## src/rtl/loader_pkg.sv

```systemverilog
// Shared state encoding and stream/word geometry for the instruction-memory boot loader.
package loader_pkg;

  typedef enum logic [2:0] {
    LEN0,
    LEN1,
    DATA,
    CHECK,
    RUN,
    ERROR
  } loader_state_t;

  localparam int LEN_BYTES      = 2;
  localparam int BYTES_PER_WORD = 4;
  localparam int LEN_W          = 8 * LEN_BYTES;
  localparam int WORD_W         = 8 * BYTES_PER_WORD;

endpackage

```

## src/rtl/byte_assembler.sv

```systemverilog
// Packs a little-endian byte stream into 32-bit words; word_ready pulses the
// cycle after the fourth byte, while word still holds the completed value.
module byte_assembler
  import loader_pkg::*;
(
  input  logic              clk,
  input  logic              rst,
  input  logic              strobe,
  input  logic              clear,
  input  logic [7:0]        data,
  output logic [1:0]        byte_cnt,
  output logic [WORD_W-1:0] word,
  output logic              word_ready
);

  always_ff @(posedge clk or posedge rst) begin
    if (rst) begin
      byte_cnt   <= '0;
      word       <= '0;
      word_ready <= 1'b0;
    end else begin
      word_ready <= 1'b0;
      if (clear) begin
        byte_cnt <= '0;
        word     <= '0;
      end else if (strobe) begin
        // Shifting in at the top leaves byte k at bits [8k+7:8k] after four bytes.
        word       <= {data, word[WORD_W-1:8]};
        byte_cnt   <= byte_cnt + 2'd1;
        word_ready <= (byte_cnt == 2'(BYTES_PER_WORD - 1));
      end
    end
  end

endmodule

```

## src/rtl/imem_boot_loader.sv

```systemverilog
// Boot sequencer: holds the core in reset, loads a UART program image into
// instruction memory, then releases the core. LOADER_CHECKSUM_EN adds a trailing XOR byte.
module imem_boot_loader
  import loader_pkg::*;
#(
  parameter int ADDR_W         = 10,
  parameter int TIMEOUT_CYCLES = 100000
)
(
  input  logic              clk,
  input  logic              rst,
  input  logic              rx_valid,
  input  logic [7:0]        rx_data,
  input  logic              load_req,
  output logic              imem_we,
  output logic [ADDR_W-1:0] imem_addr,
  output logic [31:0]       imem_wdata,
  output logic              core_rst,
  output logic              load_done,
  output logic              error
);

  localparam int IDLE_W = $clog2(TIMEOUT_CYCLES + 1);
  localparam logic [LEN_W:0] CAPACITY = {{LEN_W{1'b0}}, 1'b1} << ADDR_W;

  loader_state_t     state, state_nxt;
  logic [7:0]        len_lo;
  logic [LEN_W-1:0]  n_words, len_full;
  logic [ADDR_W-1:0] word_idx;
  logic [IDLE_W-1:0] idle_cnt;
  logic              timed, timeout, go_load;
  logic              asm_strobe, asm_clear, last_byte, last_word;
  logic [1:0]        byte_cnt;
  logic [WORD_W-1:0] word;
  logic              word_ready;
`ifdef LOADER_CHECKSUM_EN
  logic [7:0]        csum;
`else
  logic              data_done;
`endif

  assign len_full  = {rx_data, len_lo};
  assign timed     = (state == LEN1) || (state == DATA) || (state == CHECK);
  assign timeout   = timed && !rx_valid && (idle_cnt == IDLE_W'(TIMEOUT_CYCLES - 1));
  assign go_load   = load_req && ((state == RUN) || (state == ERROR));
  assign last_word = (word_idx == ADDR_W'(n_words - 1'b1));
`ifdef LOADER_CHECKSUM_EN
  assign asm_strobe = rx_valid && (state == DATA);
`else
  // Once the final byte is in, stray bytes must not start a new word.
  assign asm_strobe = rx_valid && (state == DATA) && !data_done;
`endif
  assign last_byte = asm_strobe && (byte_cnt == 2'(BYTES_PER_WORD - 1));
  assign asm_clear = go_load || timeout;

  byte_assembler u_asm (
    .clk        (clk),
    .rst        (rst),
    .strobe     (asm_strobe),
    .clear      (asm_clear),
    .data       (rx_data),
    .byte_cnt   (byte_cnt),
    .word       (word),
    .word_ready (word_ready)
  );

  always_comb begin
    state_nxt = state;
    case (state)
      LEN0: if (rx_valid) state_nxt = LEN1;
      LEN1: begin
        if (rx_valid) begin
          if ({1'b0, len_full} > CAPACITY) state_nxt = ERROR;
          else if (len_full == '0) begin
`ifdef LOADER_CHECKSUM_EN
            state_nxt = CHECK;
`else
            state_nxt = RUN;
`endif
          end else state_nxt = DATA;
        end else if (timeout) state_nxt = ERROR;
      end
      DATA: begin
`ifdef LOADER_CHECKSUM_EN
        if (last_byte && last_word) state_nxt = CHECK;
        else if (timeout)           state_nxt = ERROR;
`else
        // Leave one cycle after the final byte so the last write lands before release.
        if (data_done)    state_nxt = RUN;
        else if (timeout) state_nxt = ERROR;
`endif
      end
`ifdef LOADER_CHECKSUM_EN
      CHECK: begin
        if (rx_valid)     state_nxt = (rx_data == csum) ? RUN : ERROR;
        else if (timeout) state_nxt = ERROR;
      end
`endif
      RUN:     if (load_req) state_nxt = LEN0;
      ERROR:   if (load_req) state_nxt = LEN0;
      default: state_nxt = LEN0;
    endcase
  end

  always_ff @(posedge clk or posedge rst) begin
    if (rst) begin
      state     <= LEN0;
      len_lo    <= '0;
      n_words   <= '0;
      word_idx  <= '0;
      idle_cnt  <= '0;
      load_done <= 1'b0;
`ifdef LOADER_CHECKSUM_EN
      csum      <= '0;
`else
      data_done <= 1'b0;
`endif
    end else begin
      state     <= state_nxt;
      load_done <= (state_nxt == RUN) && (state != RUN);
      if (state == LEN0 && rx_valid) len_lo  <= rx_data;
      if (state == LEN1 && rx_valid) n_words <= len_full;
      if (go_load)         word_idx <= '0;
      else if (word_ready) word_idx <= word_idx + 1'b1;
      if (!timed || rx_valid) idle_cnt <= '0;
      else                    idle_cnt <= idle_cnt + 1'b1;
`ifdef LOADER_CHECKSUM_EN
      if (state == LEN1)   csum <= '0;
      else if (asm_strobe) csum <= csum ^ rx_data;
`else
      if (state != DATA)                data_done <= 1'b0;
      else if (last_byte && last_word)  data_done <= 1'b1;
`endif
    end
  end

  assign imem_we    = word_ready;
  assign imem_addr  = word_idx;
  assign imem_wdata = word;
  assign core_rst   = (state != RUN);
  assign error      = (state == ERROR);

endmodule

```

## config.mk

```make
export PLATFORM = sky130hd
export DESIGN_NAME = imem_boot_loader
export DESIGN_NICKNAME = d
export VERILOG_FILES = /design/src/rtl/loader_pkg.sv /design/src/rtl/byte_assembler.sv /design/src/rtl/imem_boot_loader.sv
export SDC_FILE = /design/constraint.sdc
export NUM_CORES = 1
export LEC_CHECK = 0
export ABC_AREA = 1
export BUFFER_PORTS_ARGS = -buffer_cell sky130_fd_sc_hd__buf_4
export CAP_MARGIN = 5
export CORE_MARGIN = 5
export CORE_UTILIZATION = 30
export CTS_BUF_LIST = sky130_fd_sc_hd__clkbuf_4 sky130_fd_sc_hd__clkbuf_8
export CTS_CLUSTER_DIAMETER = 30
export CTS_CLUSTER_SIZE = 20
export DETAILED_ROUTE_END_ITERATION = 7
export PLACE_DENSITY = 0.55
export SLEW_MARGIN = 40
export SYNTH_ARGS = -nofsm -noshare
export SYNTH_HDL_FRONTEND = slang
export SYNTH_SLANG_ARGS = --single-unit
```

## constraint.sdc

```tcl
create_clock -name clk -period 3.95 [get_ports clk]
set_input_delay 0.79 -clock clk [delete_from_list [all_inputs] [get_ports clk]]
set_output_delay 0.79 -clock clk [all_outputs]
set_load 0.05 [all_outputs]
```

==> flow_summary.toml <==
[die]
design.die.area_sq_um = 15750
floorplan.die.height_um = 125.5
floorplan.die.width_um = 125.5
fp-row-count = 42
effective_utilization_at_floorplan_pct = 30.47
num_io_pins = 58
core_area_sq_um = 13140

[timing]
max_slew.worst_pin.slew_ns = 0.7317
setup_tns_ns = 0
timing_hold_violations_final = 0
final.period_utilization_pct = 53.76
final.min_clock_period_ns = 2.123
slew-limit-headroom_pct = 51.11
grt_setup_unrepaired = "no"
clock.fmax_mhz = 471.0
final_max_slew_viol_count = 0
clock-skew-final_ns = 0.01714
timing.final.setup_violations = 0
setup_ws_ns = 1.827

[logic_synthesis]
syn-num-nets = 484
syn_inst = 468
count_of_distinct_cell_types_in_the_synthesized_netlist = 32
synth_most_common_cell = "sky130_fd_sc_hd__nand2_1"
ys_seq_elements = 85
synth_enable_flop_cells = 0
yosysSeqAreaShare_pct = 53.14
syn_area_sq_um = 4003
post_synth.cell_area_avg_sq_um = 8.553
synthArstFlopShare_pct = 100.0
synth_top_flop_cell = "sky130_fd_sc_hd__dfrtp_1"
synth_warn = 0
netlist_top_cells_area = "sky130_fd_sc_hd__dfrtp_1, sky130_fd_sc_hd__nand2_1, sky130_fd_sc_hd__inv_1"
synth_top_cell_by_area = "sky130_fd_sc_hd__dfrtp_1"
synth_commonest_cells = "sky130_fd_sc_hd__nand2_1, sky130_fd_sc_hd__dfrtp_1, sky130_fd_sc_hd__inv_1"
yosys.area.top_type_share_pct = 53.14

[power_and_ir_drop]
power.density_cell_area_nw_per_um2 = 502.9
ir_worst_vdd_mv = 0.2773
power.static_leakage_uw = 0.002402
post-layout-total-power_uw = 2436

[global_routing]
grt_antenna_before_repair = 0
grt_remaining_overflow = 0
first_global_vias = 3214
grt_pass1_wl_mm = 15.66
grt_start_max_net_pins = 48
grt.total_usage_pct = 11.94

[clock_tree]
cts_repair_resize_count = 0
cts.reportedPaths.clkPinSlew_ns = 0.09
cts_tree = "yes"
cts-htree-levels = 3
numCtsBuffers = 9
holdBufCountCts = 0
clkSinkCount = 85
root_buffer = "sky130_fd_sc_hd__clkbuf_8"
worstSkewPairLatency_ns = 0.37
postCtsSetupBuffers = 0
max-clock-path-buffers = 2

[placed_design]
portBuffers = 57
detailed_place_hpwl_mm = 6.864
dp_worst_setup_slack_ns = 1.475
placedInstanceArea_sq_um = 4608
gp_congestion = 0.8473

[finish]
drive_gt1_share_pct = 17.07
num-fill-cells = 1390
seqCellArea_sq_um = 2127
finalCoreUtilization_pct = 36.87
final_net_count = 544
antenna_cells_inserted = 0
finish.instance_area_sq_um = 4843
multiInputGateArea_sq_um = 1583
areaGrowthSynthToFinish_pct = 21.01

[routing]
route.detailed.vias_per_inst = 4.612
first_pass_iters = 5
vias = 3270
antenna_left = 0
routedWlPerCell_um = 13.09
detail_route.drc_violations = 0
initialDrtViolationCount = 177
totalWireLength_mm = 9.283

[setup_path]
timing.critical_path.cells = "inv_2 -> nor2_1 -> buf_4"
cpPeakStageDelay_ns = 0.53
data_required_critical_path_ns = 3.16
setup.reg_to_reg.worst_slack_ns = 1.90
critical-path-top-delay-family = "flip-flops"
max_fo_critical_path = 8
critical_path_source_type = "flip-flop"
worstPathArrival_ns = 1.33
worst_setup_path_type = "reg -> out"
path_buf_inv = 2
critical_path_cell_count = 3
cp-end-kind = "output pin"
crit_slowest_cell = "sky130_fd_sc_hd__dfrtp_1"
worst-r2r-cell-count = 5

[job]
number_of_max_cap_violations = 0

[worst_hold_path]
worst_hold_path_class = "in -> async"

[outcome]
outcome = "completed"
-- final cells by class --
| type | instances | area share [%] |
|---|---|---|
| clock inverters | 7 | 2.170 |
| inverters | 63 | 4.986 |
| repair buffers | 59 | 9.145 |
| multi-input cells | 310 | 32.68 |
| clock buffers | 9 | 2.557 |
| well taps | 176 | 4.547 |
| flip-flops and latches | 85 | 43.92 |
-- logic make-up (layout without fill, tap and decap cells) --
logic type / Yosys count / count (layout) / synth area share [%]
xor gates and xnor gates: 7 / 7 / 1.532
adders and majority gates: 4 / 4 / 1.250
and+or+nand+nor: 213 / 213 / 23.04
DFF: 85 / 85 / 53.14
buffers and inverters: 73 / 138 / 7.471
AOI/OAI and AO/OA: 86 / 86 / 13.57
-- placed cells by master (no fill, tap or decap), drive strengths merged, types with 5 or more instances in the layout --
| master | Yosys | final |
|---|---|---|
| buf | 5 | 59 |
| nand4 | 6 | 6 |
| nand2 | 112 | 112 |
| dfrtp | 85 | 85 |
| nand3 | 28 | 28 |
| clkbuf | 5 | 9 |
| nor2 | 53 | 53 |
| a22o | 25 | 25 |
| nor3 | 13 | 13 |
| xor2 | 5 | 5 |
| a21oi | 15 | 15 |
| inv | 63 | 65 |
| o21ai | 39 | 39 |
-- sequential cells by signal (all words and copies together), names as in the netlist --
name,flops
imem_addr,10
n_words,10
idle_cnt,17
u_asm.word,32
load_done,1
data_done,1
state,3
len_lo,8
u_asm.byte_cnt,2
u_asm.word_ready,1
-- through the flow --
stage          std cells  hold slack (ns)
3_3_place_gp         693           0.4476
3_5_place_dp         693           0.4590
6_report             709           0.4245
5_1_grt              709           0.4541
2_1_floorplan        468           0.4311
4_1_cts              709           0.4354
-- layer usage --
layer / vias to the layer above / routed length, um / GRT usage, %
li1: 1646 / - / -
met1: 1562 / 4543 / 16.37
met2: 52 / 4268 / 18.75
met3: 10 / 367 / 3.241
met4: 0 / 103 / 3.125
met5: - / 0 / 0
-- worst reg2reg max path: cells and delay by family (launching register included) --
family | cells | cell delay [ns]
AND/OR/NAND/NOR | 3 | 0.94
flip-flops | 1 | 0.49
buffers and inverters | 1 | 0.33
AO/OA/AOI/OAI | 1 | 0.24
-- final timing paths --
check | endpoint | startpoint
max in group asynchronous | u_asm.word[6]$_DFFE_PP0P_ | rst
min in group clk | idle_cnt[0]$_DFF_PP0_ | idle_cnt[0]$_DFF_PP0_
setup reg to reg | u_asm.word[16]$_DFFE_PP0P_ | state[2]$_DFF_PP0_
hold reg to reg | idle_cnt[0]$_DFF_PP0_ | idle_cnt[0]$_DFF_PP0_
hold / removal | data_done$_DFFE_PP0P_ | rst
setup / recovery | error | state[2]$_DFF_PP0_
-- where the power goes --
part	total [uW]	switching, uW	internal, uW
Combinational	653	443	210
Sequential	1070	91.2	977
Clock	715	348	366
Note: power is estimated with default switching activity, not from simulation.
